--- src/rtl/mul_booth_pkg.sv ---
// Shared types and constants for the sequential radix-4 Booth multiplier.
// The digit select code is packed as {neg, two, zero}.
package mul_booth_pkg;

  typedef enum logic [1:0] {
    IDLE = 2'd0,
    CALC = 2'd1,
    DONE = 2'd2
  } state_t;

  // Booth digit select codes, packed as {neg, two, zero}
  localparam logic [2:0] ZERO = 3'b001;
  localparam logic [2:0] POS1 = 3'b000;
  localparam logic [2:0] POS2 = 3'b010;
  localparam logic [2:0] NEG1 = 3'b100;
  localparam logic [2:0] NEG2 = 3'b110;

  // Digits needed to cover a WIDTH+2 bit extended multiplier
  function automatic int booth_digits(input int width);
    return width / 2 + 1;
  endfunction

endpackage

--- src/rtl/booth_r4_enc.sv ---
// Radix-4 Booth recoder: one multiplier triplet {y[2i+1], y[2i], y[2i-1]}
// to the select flags that drive the partial-product mux.
module booth_r4_enc
  import mul_booth_pkg::*;
(
  input  logic [2:0] triplet,
  output logic       neg,
  output logic       two,
  output logic       zero
);

  logic [2:0] sel;

  always_comb begin
    case (triplet)
      3'b000, 3'b111: sel = ZERO;
      3'b001, 3'b010: sel = POS1;
      3'b011:         sel = POS2;
      3'b100:         sel = NEG2;
      3'b101, 3'b110: sel = NEG1;
      default:        sel = ZERO;
    endcase
  end

  assign {neg, two, zero} = sel;

endmodule

--- src/rtl/mul_booth_r4_seq.sv ---
// Sequential radix-4 Booth multiplier, one digit per cycle, with valid/ready
// handshakes, per-operation signed/unsigned mode and a pass-through tag.
module mul_booth_r4_seq
  import mul_booth_pkg::*;
#(
  parameter int WIDTH = 32,
  parameter int TAG_W = 4
) (
  input  logic               clk,
  input  logic               reset,
  input  logic               in_valid,
  output logic               in_ready,
  input  logic [WIDTH-1:0]   x,
  input  logic [WIDTH-1:0]   y,
  input  logic               is_signed,
  input  logic [TAG_W-1:0]   in_tag,
  output logic               out_valid,
  input  logic               out_ready,
  output logic [2*WIDTH-1:0] prod,
  output logic [TAG_W-1:0]   out_tag,
  output logic               busy
);

  localparam int N     = booth_digits(WIDTH);
  localparam int EW    = WIDTH + 2;
  localparam int ACC_W = 2 * WIDTH + 4;
  localparam int CNT_W = $clog2(N);

  state_t             state_reg;
  logic [CNT_W-1:0]   cnt_reg;
  logic [ACC_W-1:0]   acc_reg;
  logic [ACC_W-1:0]   x_sh_reg;
  logic [EW:0]        y_sh_reg;
  logic               in_ready_reg;
  logic               out_valid_reg;
  logic               busy_reg;
  logic [2*WIDTH-1:0] prod_reg;
  logic [TAG_W-1:0]   out_tag_reg;

  logic [EW-1:0]      x_ext;
  logic [EW-1:0]      y_ext;
  logic               enc_neg;
  logic               enc_two;
  logic               enc_zero;
  logic [ACC_W-1:0]   pp_mag;
  logic [ACC_W-1:0]   pp;
  logic [ACC_W-1:0]   acc_next;

  // Two guard bits keep unsigned full-range operands and -(most negative) exact
  assign x_ext = is_signed ? {{2{x[WIDTH-1]}}, x} : {2'b00, x};
  assign y_ext = is_signed ? {{2{y[WIDTH-1]}}, y} : {2'b00, y};

  // Low three bits of the shifting multiplier are always the current triplet
  booth_r4_enc u_enc (
    .triplet (y_sh_reg[2:0]),
    .neg     (enc_neg),
    .two     (enc_two),
    .zero    (enc_zero)
  );

  // Multiplicand is pre-shifted by 2 each cycle, so no per-digit barrel shift;
  // negating in the full accumulator width is congruent to the narrow ~X+1.
  always_comb begin
    pp_mag = '0;
    if (!enc_zero) begin
      pp_mag = enc_two ? {x_sh_reg[ACC_W-2:0], 1'b0} : x_sh_reg;
    end
    pp       = enc_neg ? (~pp_mag + ACC_W'(1)) : pp_mag;
    acc_next = acc_reg + pp;
  end

  always_ff @(posedge clk) begin
    if (!reset) begin
      state_reg     <= IDLE;
      cnt_reg       <= '0;
      acc_reg       <= '0;
      x_sh_reg      <= '0;
      y_sh_reg      <= '0;
      in_ready_reg  <= 1'b1;
      out_valid_reg <= 1'b0;
      busy_reg      <= 1'b0;
      prod_reg      <= '0;
      out_tag_reg   <= '0;
    end else begin
      case (state_reg)
        IDLE: begin
          if (in_valid) begin
            x_sh_reg     <= {{(ACC_W-EW){x_ext[EW-1]}}, x_ext};
            y_sh_reg     <= {y_ext, 1'b0};
            out_tag_reg  <= in_tag;
            acc_reg      <= '0;
            cnt_reg      <= '0;
            in_ready_reg <= 1'b0;
            busy_reg     <= 1'b1;
            state_reg    <= CALC;
          end
        end
        CALC: begin
          acc_reg  <= acc_next;
          x_sh_reg <= {x_sh_reg[ACC_W-3:0], 2'b00};
          y_sh_reg <= {{2{y_sh_reg[EW]}}, y_sh_reg[EW:2]};
          cnt_reg  <= cnt_reg + CNT_W'(1);
          if (cnt_reg == CNT_W'(N - 1)) begin
            prod_reg      <= acc_next[2*WIDTH-1:0];
            out_valid_reg <= 1'b1;
            state_reg     <= DONE;
          end
        end
        DONE: begin
          if (out_ready) begin
            out_valid_reg <= 1'b0;
            in_ready_reg  <= 1'b1;
            busy_reg      <= 1'b0;
            state_reg     <= IDLE;
          end
        end
        default: begin
          out_valid_reg <= 1'b0;
          in_ready_reg  <= 1'b1;
          busy_reg      <= 1'b0;
          state_reg     <= IDLE;
        end
      endcase
    end
  end

  assign in_ready  = in_ready_reg;
  assign out_valid = out_valid_reg;
  assign busy      = busy_reg;
  assign prod      = prod_reg;
  assign out_tag   = out_tag_reg;

endmodule

--- config.mk ---
export PLATFORM = sky130hd
export DESIGN_NAME = mul_booth_r4_seq
export DESIGN_NICKNAME = d
export VERILOG_FILES = /design/src/rtl/mul_booth_pkg.sv /design/src/rtl/booth_r4_enc.sv /design/src/rtl/mul_booth_r4_seq.sv
export SDC_FILE = /design/constraint.sdc
export NUM_CORES = 1
export LEC_CHECK = 0
export ABC_AREA = 0
export CORE_MARGIN = 2
export CORE_UTILIZATION = 48
export DETAILED_ROUTE_END_ITERATION = 8
export GPL_ROUTABILITY_DRIVEN = 0
export PLACE_DENSITY = 0.68
export SLEW_MARGIN = 20
export SYNTH_ARGS = -nofsm -noshare
export SYNTH_HDL_FRONTEND = slang
export SYNTH_SLANG_ARGS = --single-unit
--- constraint.sdc ---
create_clock -name clk -period 10.3 [get_ports clk]
set_clock_uncertainty 0.2 [all_clocks]
set_input_delay 1.545 -clock clk [delete_from_list [all_inputs] [get_ports clk]]
set_output_delay 1.545 -clock clk [all_outputs]
set_load 0.005 [all_outputs]
==> results of run 1 <==
[logic make-up after synthesis]
kind of cell | Yosys count | synth area share
multiplexers | 26 | 0.0163
AO/OA/AOI/OAI | 762 | 0.305
AND/OR/NAND/NOR | 792 | 0.226
flip-flops | 244 | 0.300
adder cells (fa/ha/maj) | 81 | 0.0628
buffers and inverters | 201 | 0.0488
XOR/XNOR | 77 | 0.0415
[power by group through the flow]
stage | Sequential [mW] | Clock (mW) | Combinational [mW]
global route | 1.06 | 1.09 | 0.792
CTS | 1.05 | 1.06 | 0.705
global placement | 1.07 | 0 | 0.688
floorplan | 1.04 | 0 | 0.540
detailed placement | 1.07 | 0 | 0.701
finish | 1.05 | 1.04 | 0.718
[worst max-delay path by stage]
stage               slack (ns)                     to  cells after the start                  from
detailed placement        4.30  prod[63]$_SDFFE_PN0P_                     20  u_enc.sel[1]$_DFF_P_
global placement          4.53  prod[63]$_SDFFE_PN0P_                     20  u_enc.sel[1]$_DFF_P_
floorplan                 4.43  prod[63]$_SDFFE_PN0P_                     27  u_enc.sel[1]$_DFF_P_
global route              3.61  prod[63]$_SDFFE_PN0P_                     20  u_enc.sel[1]$_DFF_P_
CTS                       4.29  prod[63]$_SDFFE_PN0P_                     20  u_enc.sel[1]$_DFF_P_
finish                    4.20  prod[63]$_SDFFE_PN0P_                     20  u_enc.sel[1]$_DFF_P_
[per-stage QoR]
stage | hold slack (ns) | worst slack [ns] | instances | utilization
floorplan | 0.232 | 4.43 | 2183 | -
global placement | 0.240 | 4.53 | 2636 | 0.532
detailed placement | 0.246 | 4.30 | 2636 | 0.532
CTS | 0.254 | 4.29 | 2685 | 0.561
global route | 0.272 | 3.61 | 2685 | 0.561
finish | 0.251 | 4.20 | 2685 | 0.561
[cell type report]
class,count,area share
Inverter,47,0.00954
Timing Repair Buffer,159,0.0824
Sequential cell,244,0.261
Clock inverter,13,0.00940
Multi-Input combinational cell,1738,0.566
Clock buffer,36,0.0416
Tap cell,448,0.0299
[metal layers]
metal	vias to the layer above	routed length, um	global-route usage	share of wire
li1	8059	-	-	-
met2	696	19900	0.386	0.41
met4	0	850	0.0621	0.018
met5	-	0	0	0
met1	7601	22700	0.395	0.47
met3	69	5040	0.0621	0.10
[layout by cell type (no fill, tap or decap), drive strengths merged, types with 14 or more instances in the layout]
cell type | netlist | layout
nor3 | 35 | 35
nor2 | 211 | 211
a21oi | 297 | 297
a31oi | 16 | 16
o21ai | 114 | 114
clkdlybuf4s50 | 0 | 142
a22oi | 77 | 77
clkbuf | 116 | 36
ha | 80 | 80
o221ai | 26 | 26
a211oi | 21 | 21
xnor2 | 61 | 61
o21bai | 19 | 19
buf | 38 | 17
xor2 | 16 | 16
dfxtp | 244 | 244
or2 | 14 | 14
a32o | 20 | 20
mux2i | 22 | 22
inv | 46 | 47
or3 | 31 | 31
a21o | 45 | 45
nand4 | 37 | 37
nor2b | 26 | 26
and3 | 15 | 15
nand2 | 284 | 284
nand3 | 92 | 92
[worst reg2reg max path, cell delays in order, from the launching register on]
cell and delay (ns):
dfxtp_4 0.66, buf_4 0.68, nand2b_1 0.21, and3_1 0.21
a31oi_1 0.13, nor2_4 0.15, nand3_4 0.11, or3_1 0.53
o21a_1 0.15, a31oi_1 0.13, o21ai_0 0.20, ha_1 0.43
a21o_1 0.18, a21o_1 0.18, a221oi_2 0.45, o221ai_1 0.28
a21oi_1 0.27, nor2_1 0.09, nor3_1 0.32, a21oi_1 0.11
a311o_1 0.33
==> out/metrics.csv, run 1 <==
metric,value,unit
grt_pass1_vias,14926,
post_cts_buffers,0,
power.density,149,mW/mm^2
cts_made_buffers,27,
cp.buffers_inverters,1,
synth.avg_cell_area,7.45,um^2
die_w,188,um
power_frac_clock,0.370,
fin_crit_sh,0.592,
yosys_warnings,0,
vias_per_cell,6.12,
worstHoldStart,prod[5]$_SDFFE_PN0P_,
clockBufferDepth,3,
crit_type,reg -> reg,
syn-num-nets,2337,
numPortBuffers,143,
critPathLaunchType,register,
initial_core_util,0.486,
synth_edf_count,0,
p_sw,0.919,mW
clock_latency,0.55,ns
setup_tns,0,ns
cts_resized,0,
synth_area_leaders,"dfxtp_1 30%, a21oi_1 9.1%, nand2_1 6.6%",
p_sw_frac,0.328,
drt_wl_total,48500,um
first_pass_iters,9,
pwr-share-comb,0.256,
cpPeakStageDelay,0.67,ns
rows,67,
relSlewSlack,0.308,
synth.distinct_cells,90,
cp_cell_sequence,buf_4 > nand2b_1 > and3_1 > a31oi_1 > nor2_4 > nand3_4 > or3_1 > o21a_1 > a31oi_1 > o21ai_0 > ha_1 > a21o_1 > a21o_1 > a221oi_2 > o221ai_1 > a21oi_1 > nor2_1 > nor3_1 > a21oi_1 > a311o_1,
multiInputGateArea,0.0106,mm^2
num_vias,16425,
final_net_count,2371,
final_cell_area,0.0188,mm^2
status,"finished, final reports clean",
required,10.53,ns
grt_pass1_wl,78200,um
clock_sinks,244,
clk_transition_reported_paths,0.06,ns
max-vdd-ir-drop,0.124,mV
finalSetupViolCount,0,
yosysTopAreaCell,dfxtp_1,
synth.most_common_cell,a21oi_1,
synthTopCellsByCount,"297 x a21oi_1, 284 x nand2_1, 244 x dfxtp_1, 209 x nor2_1, 116 x clkbuf_1",
min_path_cells,2,
overflow,0,
slew_viol_final,0,
grt_setup_unrepaired,false,
cts_root_buffer,clkbuf_16,
antenna_found_initial,0,
worst_setup_path_end_kind,register,
fillers,3152,
async_reset_ff_frac,0,
cp.arrival,6.33,ns
dieHeight,188,um
cp_slowest_cell,buf_4,
final-seq-area,0.00489,mm^2
drc_errors,0,
reg2regPathDepth,20,
synth_top_cell_area_share,0.300,
io_pins,144,
pwr-share-seq,0.374,
postCtsHoldBufs,0,
h-tree-depth,1,
r2r_start,u_enc.sel[1]$_DFF_P_,
totalPowerFinal,2.80,mW
drtIter0Drc,1587,
yosysSeqAreaShare,0.300,
critPathTopFamily,compound AO/OA/AOI/OAI gates,
maxCapViolations,0,
hold_viol,0,
netlist_instances,2183,
ant_nets,0,
cts_tree,built,
synth-main-ff-cell,dfxtp_1,
dpl-instance-area,0.0178,mm^2
leakagePower,6.99,nW
core-area,0.0334,mm^2
synth-seq-cells,244,
dieArea,0.0354,mm^2
num_antenna_cells,0,
hp-class,reg -> reg,
wl_per_cell,18.1,um
mappedNetlistArea,0.0163,mm^2
hold_end,prod[5]$_SDFFE_PN0P_,
grt_max_degree,89,
grt_use_total,0.266,
reg2reg_to,prod[63]$_SDFFE_PN0P_,
p_int,1.89,mW
period_minus_slack,6.10,ns
drive_gt1_frac,0.0527,
syn2layout_area_growth,15.3,%
worst_pin_slew,1.04,ns
max_freq,164,MHz
critPathMaxFanout,74,
dp_hpwl,34300,um
rrSetupSlack,4.20,ns
Power figures use the tool's default switching activity.
==> run 2: changes to the inputs <==
Settings changed: PLACE_DENSITY 0.68 to 0.71.
Clock period 10.3 ns to 5.5 ns, I/O delays scaled along.
==> out/metrics.csv, run 2 (synthesis gave the netlist of run 1 again) <==
metric,value,unit,change
timing.final.ws_setup,0.202,ns,-4.00 ns
routed-wl-met2,20900,um,+5.2%
critPathLaunchType,register,,
worst_setup_path_end_kind,register,,
setup_tns,0,ns,unchanged
dieArea,0.0354,mm^2,unchanged
period_minus_slack,5.30,ns,-0.800 ns
layout_commonest_cell,a21oi_1,,
cp-endpoint,prod[60]$_SDFFE_PN0P_,,
critPathMaxFanout,5,,-93%
power.density,287,mW/mm^2,+92%
syn2layout_area_growth,17.6,%,
crit_type,reg -> reg,,
layout_common_cells,"293 x a21oi_1, 283 x nand2_1, 241 x dfxtp_1",,
overflow,0,,unchanged
clockBufferDepth,3,,unchanged
drtIter0Drc,1695,,+6.8%
hold_viol,0,,unchanged
grt_max_degree,82,,-7.9%
cp_slowest_cell,a211oi_1,,
cts_tree,built,,
multiInputGateArea,0.0107,mm^2,+0.54%
finalSetupViolCount,0,,unchanged
maxCapViolations,0,,unchanged
drc_errors,0,,unchanged
post-place-ws,0.219,ns,-4.08 ns
drive_gt1_frac,0.0651,,+0.0123
vias_per_cell,6.18,,+1.1%
grt_pass1_wl,78700,um,+0.67%
cp.arrival,5.59,ns,-0.74 ns
core-area,0.0334,mm^2,unchanged
relSlewSlack,0.269,,-0.0392
antenna_found_initial,0,,unchanged
max-vdd-ir-drop,0.213,mV,+72%
worst_pin_slew,1.08,ns,+0.0465 ns
grt_use_total,0.267,,+0.00144
max_freq,189,MHz,+15%
final_net_count,2391,,+0.84%
dr.max_layer_used,met4,,
first_pass_iters,5,,-4
rrSetupSlack,0.20,ns,-4.00 ns
h-tree-depth,1,,unchanged
io_pins,144,,unchanged
dp_hpwl,35400,um,+3.0%
cts_made_buffers,28,,+3.7%
clock_latency,0.56,ns,about the same
fillers,3076,,-2.4%
final-seq-area,0.00489,mm^2,unchanged
hp-class,reg -> reg,,
wl_per_cell,18.3,um,+1.3%
wl_met3,5230,um,+3.9%
drt_wl_total,49600,um,+2.2%
r2r_start,x_sh_reg[2]$_SDFFE_PN0P_,,
die_w,188,um,unchanged
num_vias,16741,,+1.9%
rows,67,,unchanged
crit_start,x_sh_reg[2]$_SDFFE_PN0P_,,
slew_viol_final,0,,unchanged
reg2reg_to,prod[60]$_SDFFE_PN0P_,,
cts_root_buffer,clkbuf_16,,
cp_cell_sequence,nor4_2 > nor4b_4 > a41o_1 > o21ai_0 > o21ai_0 > xnor2_1 > ha_1 > nand4_1 > nor2_1 > nand3_1 > a211oi_1 > o21ai_1 > and2_1 > a2111o_1 > a2111o_1 > nand3_1,,
min_path_cells,2,,unchanged
required,5.79,ns,-4.74 ns
leakagePower,7.14,nW,+2.0%
wl_met1,22100,um,-2.7%
cpPeakStageDelay,0.48,ns,-0.19 ns
clock_sinks,244,,unchanged
clk_transition_reported_paths,0.06,ns,about the same
dieHeight,188,um,unchanged
grt_pass1_vias,15188,,+1.8%
status,"finished, final reports clean",,
numPortBuffers,143,,unchanged
totalPowerFinal,5.49,mW,+96%
reg2regPathDepth,16,,-20%
initial_core_util,0.486,,unchanged
ant_nets,0,,unchanged
num_antenna_cells,0,,unchanged
fin_crit_sh,0.963,,+0.371
[run 2: metal layers]
metal	up-vias	GRT usage
met2	759	0.399
met5	-	0
li1	8086	-
met1	7810	0.383
met4	0	0.0772
met3	86	0.0620
[run 2: worst max-delay path: cells and delay by family (launching register included)]
kind                     cells  cell delay, ns
AO/OA/AOI/OAI                7            2.41
XOR/XNOR                     1            0.17
adder cells (fa/ha/maj)      1            0.39
flip-flops                   1            0.35
AND/OR/NAND/NOR              7            1.70
[run 2: worst min path at each step]
stage / startpoint / to
4_1_cts: y_sh_reg[3]$_SDFFE_PN0P_ / y_sh_reg[3]$_SDFFE_PN0P_
3_3_place_gp: prod[6]$_SDFFE_PN0P_ / prod[6]$_SDFFE_PN0P_
5_1_grt: y_sh_reg[7]$_SDFFE_PN0P_ / y_sh_reg[7]$_SDFFE_PN0P_
6_report: prod[52]$_SDFFE_PN0P_ / prod[52]$_SDFFE_PN0P_
2_1_floorplan: acc_reg[41]$_SDFFE_PN0P_ / acc_reg[41]$_SDFFE_PN0P_
3_5_place_dp: y_sh_reg[3]$_SDFFE_PN0P_ / y_sh_reg[3]$_SDFFE_PN0P_
[run 2: through the flow]
| stage | utilization | cell area, um^2 | std cells | hold slack, ns |
|---|---|---|---|---|
| after floorplan | - | 16300 | 2183 | 0.232 |
| after CTS | 0.569 | 19000 | 2703 | 0.254 |
| after detailed placement | 0.538 | 18000 | 2651 | 0.246 |
| final | 0.572 | 19100 | 2707 | 0.252 |
| after global placement | 0.538 | 18000 | 2651 | 0.241 |
| after global routing | 0.572 | 19100 | 2707 | 0.267 |
[run 2: layout make-up]
type	instances	area share
Clock buffer	32	0.0396
Inverter	47	0.00935
Clock inverter	20	0.0157
Multi-Input combinational cell	1738	0.559
Sequential cell	244	0.256
Timing Repair Buffer	178	0.0918
Tap cell	448	0.0293
[run 2: repair_timing]
action                                  4_1_cts  5_1_grt
hold buffers                                  0        0
setup buffers                                 0        3
gates resized for setup                       0        5
endpoints found under the setup margin        0       10
[run 2: where the power goes]
group	internal (mW)	leakage [nW]	switching [mW]	total, mW
Combinational	0.521	4.65	0.875	1.40
Sequential	1.86	1.99	0.105	1.96
Clock	1.32	0.502	0.809	2.13
==> run 3: changes to the inputs <==
Settings changed: ABC_AREA 0 to 1, CORE_UTILIZATION 48 to 50, CTS_CLUSTER_DIAMETER set to 150, PLACE_DENSITY 0.71 to 0.73.
==> out/metrics.csv, run 3 <==
metric,value,unit,change
hp-class,reg -> reg,,
clock_sinks,244,,unchanged
vias_per_cell,5.56,,-10%
clockBufferDepth,3,,unchanged
final_cell_area,0.0198,mm^2,+3.5%
initial_core_util,0.510,,+0.0234
dieHeight,189,um,+0.54%
drt_wl_total,54300,um,+9.5%
async_reset_ff_frac,0,,unchanged
setup_tns,0,ns,unchanged
cts_resized,0,,unchanged
core-area,0.0336,mm^2,+0.50%
first_pass_iters,8,,+3
cpPeakStageDelay,0.87,ns,+0.39 ns
netlist_instances,2754,,+26%
worst_pin_slew,1.08,ns,-0.00427 ns
drive_gt1_frac,0.0428,,-0.0223
clk_transition_reported_paths,0.07,ns,about the same
antenna_found_initial,1,,+1
fillers,3274,,+6.4%
yosysSeqAreaShare,0.285,,-0.0152
worst_setup_path_end_kind,register,,
cts_root_buffer,clkbuf_16,,
crit_type,reg -> reg,,
leakagePower,9.08,nW,+27%
whs,0.259,ns,+0.00718 ns
cts_made_buffers,28,,unchanged
max-vdd-ir-drop,0.271,mV,+27%
critPathMaxFanout,51,,+46
critPathLaunchType,register,,
cp_slowest_cell,o21ai_0,,
ant_nets,0,,unchanged
num_antenna_cells,0,,unchanged
max_freq,201,MHz,+6.4%
synth-seq-cells,244,,unchanged
power.density,304,mW/mm^2,+6.1%
post_cts_buffers,0,,unchanged
synthTopCellsByCount,"936 x nand2_1, 329 x inv_1, 244 x dfxtp_1, 222 x nor2_1, 218 x a21oi_1",,
clock_latency,0.59,ns,+0.03 ns
grt_setup_unrepaired,false,,
io_pins,144,,unchanged
h-tree-depth,1,,unchanged
mappedNetlistArea,0.0171,mm^2,+5.3%
dp_hpwl,41500,um,+17%
dpl-instance-area,0.0188,mm^2,+4.3%
rows,67,,unchanged
synth_area_leaders,"dfxtp_1 29%, nand2_1 21%, inv_1 7.2%",,
period_minus_slack,4.98,ns,-0.318 ns
fin_crit_sh,0.905,,-0.0578
synth_edf_count,0,,unchanged
timing.final.ws_setup,0.520,ns,+0.318 ns
post-place-ws,0.684,ns,+0.465 ns
hold_viol,0,,unchanged
synth.avg_cell_area,6.22,um^2,-17%
synth-main-ff-cell,dfxtp_1,,
yosys_warnings,0,,unchanged
synth_top_cell_area_share,0.285,,-0.0152
overflow,0,,unchanged
layout_common_cells,"936 x nand2_1, 329 x inv_1, 243 x dfxtp_1",,
maxCapViolations,0,,unchanged
cp_cell_sequence,inv_2 > buf_4 > nand2_1 > nand3_1 > nand2_1 > nor3_4 > inv_2 > o21ai_1 > o21ai_1 > xnor2_1 > ha_1 > nand2_1 > nor2_1 > nand4_1 > o21ai_0 > nand2_1 > nand2_1 > nand2_1 > nand2_1 > nand2_1 > o211ai_1 > inv_1,,
cp_common_cell,nand2_1,,
dieArea,0.0358,mm^2,+1.1%
grt_pass1_wl,86500,um,+10%
die_w,189,um,+0.54%
relSlewSlack,0.274,,+0.00509
finalSetupViolCount,0,,unchanged
status,"finished, final reports clean",,
synth.most_common_cell,nand2_1,,
final_net_count,2985,,+25%
slew_viol_final,0,,unchanged
syn2layout_area_growth,15.6,%,
layout_commonest_cell,nand2_1,,
grt_use_total,0.297,,+0.0296
cp.arrival,5.25,ns,-0.34 ns
cts_tree,built,,
drtIter0Drc,1858,,+9.6%
drc_errors,0,,unchanged
postCtsHoldBufs,0,,unchanged
wl_per_cell,16.4,um,-10%
required,5.77,ns,-0.02 ns
yosysTopAreaCell,dfxtp_1,,
synth.distinct_cells,44,,-51%
grt_pass1_vias,16915,,+11%
syn-num-nets,2908,,+24%
grt_max_degree,83,,+1.2%
num_vias,18340,,+9.6%
numPortBuffers,143,,unchanged
[run 3: area by class of cell]
class | instances | area [um^2] | share of cell area
clock buffer | 36 | 781 | 0.0394
clock inverter | 15 | 256 | 0.0130
inverter | 336 | 1260 | 0.0638
multi-input combinational | 2063 | 10500 | 0.530
sequential | 244 | 4890 | 0.247
tap | 448 | 561 | 0.0283
timing repair buffer | 158 | 1560 | 0.0790
[run 3: routing by layer]
metal | vias to the layer above | track usage | part of all wire
met1 | 8363 | 0.396 | 0.43
li1 | 9020 | - | -
met3 | 151 | 0.0493 | 0.085
met5 | - | 0 | 0
met4 | 0 | 0.130 | 0.046
met2 | 806 | 0.473 | 0.44
[run 3: kinds of logic after synthesis]
family                   count (synthesis)  share of synthesized area
AND/OR/NAND/NOR                       1390                      0.335
buffers and inverters                  447                      0.104
AO/OA/AOI/OAI                          508                      0.173
XOR/XNOR                                83                     0.0424
adder cells (fa/ha/maj)                 81                     0.0596
flip-flops                             244                      0.285
multiplexers                             1                   0.000584
[run 3: worst max-delay path: cells and delay by family, from the launching register on]
kind,cells,cell delay [ns]
adder cells (fa/ha/maj),1,0.32
buffers and inverters,4,0.72
AND/OR/NAND/NOR,12,1.70
flip-flops,1,0.41
AO/OA/AOI/OAI,4,1.29
XOR/XNOR,1,0.21
[run 3: stage by stage]
stage	cells	total power, mW	utilization
2_1_floorplan	2754	3.37	-
3_3_place_gp	3249	3.86	0.558
3_5_place_dp	3249	3.90	0.558
4_1_cts	3300	5.99	0.589
5_1_grt	3300	6.33	0.589
6_report	3300	6.02	0.589
[run 3: path summary, 6_finish.rpt]
kind | endpoint | start | cells after the start | slack, ns
setup reg to reg | prod[43]$_SDFFE_PN0P_ | u_enc.sel[1]$_DFF_P_ | 22 | 0.52
hold / removal | busy$_SDFFE_PN0P_ | busy$_SDFFE_PN0P_ | 2 | 0.26
setup / recovery | prod[43]$_SDFFE_PN0P_ | u_enc.sel[1]$_DFF_P_ | 22 | 0.52
hold reg to reg | busy$_SDFFE_PN0P_ | busy$_SDFFE_PN0P_ | 2 | 0.26
[run 3: where the power goes]
group          leakage (nW)  internal [mW]  total (mW)  switching [mW]
Combinational          6.59          0.637        1.98            1.34
Clock                 0.508           1.29        2.10           0.814
Sequential             1.99           1.87        1.95          0.0770
Total                  9.08           3.80        6.02            2.23
